**src/rtl/phy_serial_pkg.sv**
```systemverilog
// Shared definitions for the PHY serial receive path: the default COM
// symbol, the receiver state encoding and the bit-counter width.
package phy_serial_pkg;

    // K28.5 comma, used both for byte alignment and as the idle filler.
    localparam logic [7:0] COM_BYTE_DEF = 8'hBC;

    // One serial byte spans eight bit clocks, so three counter bits suffice.
    localparam int BIT_CNT_W = 3;

    // Receiver state encoding.
    typedef enum logic [1:0] {
        SEARCH = 2'd0,
        ALIGN  = 2'd1,
        LOCKED = 2'd2
    } rx_state_e;

    // A byte boundary is the edge that samples the LSB, i.e. the last count
    // value of the byte.
    function automatic logic at_boundary(input logic [BIT_CNT_W-1:0] cnt);
        return cnt == {BIT_CNT_W{1'b1}};
    endfunction

endpackage

```
**src/rtl/com_detect.sv**
```systemverilog
// Serial-to-parallel shift register with a COM comparator on the next-state
// window. Comparing the value about to be registered (rather than the
// registered value) lets the controller react on the same edge that samples
// the last bit of a symbol.
module com_detect
    import phy_serial_pkg::*;
#(
    parameter logic [7:0] COM_BYTE = COM_BYTE_DEF
) (
    input  logic       clk_i,
    input  logic       rst_ni,
    input  logic       data_i,
    output logic [7:0] nxt_o,
    output logic       com_match_o
);

    logic [7:0] sr_q;
    logic [7:0] sr_d;

    // Next window: previous seven bits with the incoming bit as new LSB.
    always_comb begin
        sr_d        = {sr_q[6:0], data_i};
        com_match_o = (sr_d == COM_BYTE);
    end

    assign nxt_o = sr_d;

    // Shift one bit per clock; reset clears the window so no stale bits
    // can form a false COM after reset.
    always_ff @(posedge clk_i or negedge rst_ni) begin
        if (!rst_ni) begin
            sr_q <= 8'h00;
        end else begin
            sr_q <= sr_d;
        end
    end

endmodule

```
**src/rtl/serial_paralelo_rx.sv**
```systemverilog
// Serial-to-parallel receiver: finds K28.5 byte alignment in an MSB-first
// bit stream, locks after COM_COUNT aligned COMs and then delivers bytes
// with a per-boundary strobe. COM bytes received while locked are treated
// as idle and flagged invalid.
//
// Build option: define RX_RELOCK_EN to let the receiver drop lock after
// MISALIGN_MAX COMs seen off the byte boundary and search for the new phase.
// Without it, LOCKED is left only through reset.
module serial_paralelo_rx
    import phy_serial_pkg::*;
#(
    parameter logic [7:0] COM_BYTE     = COM_BYTE_DEF,
    parameter int         COM_COUNT    = 4,
    parameter int         MISALIGN_MAX = 3
) (
    input  logic       clk_32f,
    input  logic       reset,
    input  logic       data_in,
    output logic [7:0] data_out,
    output logic       valid_out,
    output logic       byte_strobe,
    output logic       active
);

    localparam logic [3:0] COM_CNT_L = 4'(COM_COUNT);
    localparam logic [3:0] MIS_MAX_L = 4'(MISALIGN_MAX);

    // Reject configurations the 4-bit counters cannot represent.
    if (COM_COUNT < 1 || COM_COUNT > 15 || MISALIGN_MAX < 1 || MISALIGN_MAX > 15) begin : g_bad_param
        $error("serial_paralelo_rx: COM_COUNT must be 1..15 and MISALIGN_MAX 1..15");
    end

    logic [7:0]           nxt;
    logic                 com_match;
    logic                 boundary;
    logic [BIT_CNT_W-1:0] bit_cnt_d;
    logic [3:0]           com_cnt_d;

    rx_state_e            state_q;
    logic [BIT_CNT_W-1:0] bit_cnt_q;
    logic [3:0]           com_cnt_q;
    logic [7:0]           data_q;
    logic                 valid_q;
    logic                 strobe_q;
    logic                 active_q;
`ifdef RX_RELOCK_EN
    logic [3:0]           misalign_cnt_q;
    logic [3:0]           misalign_cnt_d;
`endif

    com_detect #(
        .COM_BYTE (COM_BYTE)
    ) u_com_detect (
        .clk_i       (clk_32f),
        .rst_ni      (reset),
        .data_i      (data_in),
        .nxt_o       (nxt),
        .com_match_o (com_match)
    );

    // Counter increments and boundary decode feeding the controller.
    always_comb begin
        boundary  = at_boundary(bit_cnt_q);
        bit_cnt_d = bit_cnt_q + BIT_CNT_W'(1);
        com_cnt_d = com_cnt_q + 4'd1;
`ifdef RX_RELOCK_EN
        misalign_cnt_d = misalign_cnt_q + 4'd1;
`endif
    end

    // Alignment controller with registered outputs. The bit counter runs
    // freely and wraps 7->0; it is re-zeroed only when a COM is first found.
    always_ff @(posedge clk_32f or negedge reset) begin
        if (!reset) begin
            state_q        <= SEARCH;
            bit_cnt_q      <= '0;
            com_cnt_q      <= 4'd0;
            data_q         <= 8'h00;
            valid_q        <= 1'b0;
            strobe_q       <= 1'b0;
            active_q       <= 1'b0;
`ifdef RX_RELOCK_EN
            misalign_cnt_q <= 4'd0;
`endif
        end else begin
            bit_cnt_q <= bit_cnt_d;
            strobe_q  <= 1'b0;
            case (state_q)
                SEARCH: begin
                    if (com_match) begin
                        bit_cnt_q <= '0;
                        if (COM_COUNT == 1) begin
                            state_q   <= LOCKED;
                            com_cnt_q <= COM_CNT_L;
                            active_q  <= 1'b1;
                        end else begin
                            state_q   <= ALIGN;
                            com_cnt_q <= 4'd1;
                        end
                    end
                end
                ALIGN: begin
                    // Only boundary-aligned COMs count; mid-byte hits are noise.
                    if (boundary) begin
                        if (com_match) begin
                            if (com_cnt_d >= COM_CNT_L) begin
                                state_q   <= LOCKED;
                                com_cnt_q <= COM_CNT_L;
                                active_q  <= 1'b1;
                            end else begin
                                com_cnt_q <= com_cnt_d;
                            end
                        end else begin
                            state_q   <= SEARCH;
                            com_cnt_q <= 4'd0;
                        end
                    end
                end
                LOCKED: begin
                    if (boundary) begin
                        data_q   <= nxt;
                        strobe_q <= 1'b1;
                        valid_q  <= !com_match;
`ifdef RX_RELOCK_EN
                        if (com_match) begin
                            misalign_cnt_q <= 4'd0;
                        end
`endif
                    end
`ifdef RX_RELOCK_EN
                    else if (com_match) begin
                        // A COM off the boundary means the sender's phase moved.
                        if (misalign_cnt_d >= MIS_MAX_L) begin
                            state_q        <= SEARCH;
                            active_q       <= 1'b0;
                            valid_q        <= 1'b0;
                            strobe_q       <= 1'b0;
                            com_cnt_q      <= 4'd0;
                            misalign_cnt_q <= 4'd0;
                        end else begin
                            misalign_cnt_q <= misalign_cnt_d;
                        end
                    end
`endif
                end
                default: begin
                    state_q   <= SEARCH;
                    com_cnt_q <= 4'd0;
                    active_q  <= 1'b0;
                end
            endcase
        end
    end

    assign data_out    = data_q;
    assign valid_out   = valid_q;
    assign byte_strobe = strobe_q;
    assign active      = active_q;

endmodule

```
**config.mk**
```make
export PLATFORM = sky130hd
export DESIGN_NAME = serial_paralelo_rx
export DESIGN_NICKNAME = d
export VERILOG_FILES = /design/src/rtl/phy_serial_pkg.sv /design/src/rtl/com_detect.sv /design/src/rtl/serial_paralelo_rx.sv
export SDC_FILE = /design/constraint.sdc
export NUM_CORES = 1
export LEC_CHECK = 0
export ABC_AREA = 1
export CAP_MARGIN = 0
export CORE_ASPECT_RATIO = 0.75
export CORE_MARGIN = 3
export CORE_UTILIZATION = 55
export CTS_CLUSTER_DIAMETER = 80
export DETAILED_ROUTE_END_ITERATION = 16
export GPL_TIMING_DRIVEN = 0
export PLACE_DENSITY = 0.77
export SYNTH_ARGS = -nofsm -noshare
export SYNTH_HDL_FRONTEND = slang
export SYNTH_HIERARCHICAL = 1
export SYNTH_SLANG_ARGS = --single-unit
```
**constraint.sdc**
```tcl
create_clock -name clk_32f -period 2.8 [get_ports clk_32f]
set_input_delay 0.42 -clock clk_32f [delete_from_list [all_inputs] [get_ports clk_32f]]
set_output_delay 0.42 -clock clk_32f [all_outputs]
set_load 0.005 [all_outputs]
```
==> metrics.txt <==
grt ovf=0; Sink Count=27; postcts setup bufs=0; largest cells by area after synthesis=dfrtp_1, nand2_1, inv_1, nor2_1, ha_1; Clock Skew=0.00281 ns; multi-input combinational cell area=365 um^2; Period minus WS final=1.75 ns; first-pass GRT wire length=3080 um; CORE AREA=1820 um^2; DRT iter0 DRCs=23; flops & latches, synth=27; Max-cap violations=0; Cells after Synth=122; Pwr Density=460 nW/um^2; Comb power frac=5.3%; Seq/Total Area, Yosys=60.6%; syn avg cell area=9.14 um^2; final hold violation count=0; worst slew pin tran=1.13 ns; number of diodes=0; HPWL Detailed=1320 um; Reg clk slew, reported paths=0.13 ns; vias per cell=4.83; Max Clock Freq=573 MHz; Psw=0.125 mW; DR pass1 iterations=4; total wire length=1770 um; Max Buffers Root-to-Sink=2; pin count of the biggest net entering global routing=28; Resize count post-CTS=0; Worst EP arrival=1.97 ns; top-area cell type share of the netlist area=60.6%; cts hold-fix bufs=0; status=finished clean; nets=146; Leak=0.656 nW; Net Sw Frac=20.9%; WL per Instance=11.0 um; row count=13; area grow syn2layout=16.5%; CP endpoint kind=flop; Clock H-tree levels=1; I/O Buffers=13; max-slew violations=0; RSZ-0062 raised after global routing=false; yosys warns=6; FF/Latch Area=676 um^2; TNS Setup=0 ns; post-route cell area=1300 um^2; Die Area=2610 um^2; number of fill cells in the layout=150; Die Y=45.0 um; ratio of cells with drive above 1 in the final layout=8.63%; Crit Path Category=in -> reg; via count=777; P_int=0.473 mW; vias in the first global route=701; Clock Latency Late Sink=0.32 ns; gpl congestion=0.872; Worst Hold Class=reg -> reg; clock power share=26.6%; CTS tree=yes; placed cell area=1270 um^2; Worst Path Required=3.02 ns; Peak VDD IR=0.000487 V; Yosys top cell by area=dfrtp_1; ANT nets after route=0; period utilization=62.3%; GRT Util Overall=16.4%; DIE WIDTH=58.0 um; Post-Syn Area=1110 um^2; initial core utilization=61.2%; Synth cell types=17; Rel. slew slack=24.4%; final-report setup violation count=0; initial antenna violation count=0; CTS Buf Count=3; CP max FO=5; number of remaining DRC errors=0; syn_nets=128; startpoint types=input port; Flop pwr share=68.2%; I/O pin cnt=14; root cell of the clock tree=clkbuf_4
cells in the mapped netlist, drive strengths merged:
| master | n |
|---|---|
| xnor2 | 1 |
| nor3 | 1 |
| ha | 3 |
| buf | 1 |
| a21oi | 1 |
| nand3 | 5 |
| o21ai | 4 |
| nand2 | 48 |
| nor2 | 12 |
| inv | 17 |
| nand4 | 2 |
| dfrtp | 27 |
power groups by stage:
| stage | Sequential, mW | Clock, mW | Combinational [mW] |
|---|---|---|---|
| 4_1_cts | 0.408 | 0.170 | 0.0326 |
| 3_5_place_dp | 0.415 | 0 | 0.0325 |
| 6_report | 0.408 | 0.159 | 0.0314 |
| 2_1_floorplan | 0.415 | 0 | 0.00780 |
| 5_1_grt | 0.410 | 0.187 | 0.0355 |
| 3_3_place_gp | 0.415 | 0 | 0.0316 |
cell type report:
cell class | count | area share (%)
multi-input cells | 77 | 28.1
clock buffers | 4 | 2.02
well taps | 22 | 2.12
flip-flops and latches | 27 | 52.0
inverters | 17 | 5.11
plain buffers | 1 | 0.578
repair buffers | 13 | 10.0
worst max-delay path, cell delays in order:
cell             delay (ns)
clkdlybuf4s50_1        0.44
nor2_1                 0.10
nand2_1                0.06
nor2_1                 0.16
inv_1                  0.11
o21ai_0                0.25
nand2_2                0.13
inv_1                  0.13
o21ai_2                0.06
nand2_1                0.05
nand2_1                0.05
path summary, 6_finish.rpt:
check | start | end | slack [ns] | cells past startpoint
setup / recovery | data_in | state_q[0] | 1.05 | 11
hold / removal | u_com_detect/sr_q[3] | u_com_detect/sr_q[4] | 0.42 | 0
setup reg to reg | u_com_detect/sr_q[0] | state_q[0] | 1.18 | 10
hold reg to reg | u_com_detect/sr_q[3] | u_com_detect/sr_q[4] | 0.42 | 0
max in group asynchronous | reset | state_q[0] | 1.44 | 1
min in group asynchronous | reset | data_out[4] | 0.70 | 1
layer usage:
layer	up-vias	GRT usage [%]	wire length, um
met3	4	6.29	114
met2	20	25.5	756
met1	346	21.3	871
met4	0	5.56	25
met5	-	0	0
li1	407	-	-
state kept, by name, indices dropped and copies added, names as in the netlist:
| register | count |
|---|---|
| valid_out | 1 |
| state_q | 2 |
| byte_strobe | 1 |
| bit_cnt_q | 3 |
| active | 1 |
| u_com_detect/sr_q | 7 |
| data_out | 8 |
| com_cnt_q | 4 |
layout by cell type (no fill, tap or decap):
master and instances:
nand2_1 46, dfrtp_1 27, inv_1 15, clkdlybuf4s50_1 13
nor2_1 11, nand3_1 5, ha_1 3, clkbuf_4 3
nand4_1 2, o21ai_0 2, nand2_2 2, o21ai_2 2
inv_2 1, nor3_4 1, xnor2_1 1, inv_4 1
a21oi_1 1, clkbuf_1 1, nor2_2 1, buf_4 1
kinds of logic (layout without fill, tap and decap cells):
family | count (synthesis) | after routing | synth area share (%)
simple gates | 68 | 68 | 25.7
flops | 27 | 27 | 60.6
buf+inv | 18 | 35 | 6.62
compound gates | 5 | 5 | 2.92
fa+ha+maj | 3 | 3 | 3.37
xor+xnor | 1 | 1 | 0.786
per-stage QoR:
step	std cells	power (mW)	setup slack (ns)	util (%)	hold slack [ns]
floorplan	122	0.423	1.39	-	0.124
global placement	157	0.446	0.799	69.8	0.382
detailed placement	157	0.448	0.739	69.8	0.388
CTS	161	0.610	1.09	71.3	0.419
global route	161	0.633	0.928	71.3	0.437
finish	161	0.598	1.05	71.3	0.415
(Power assumes the default switching activity.)
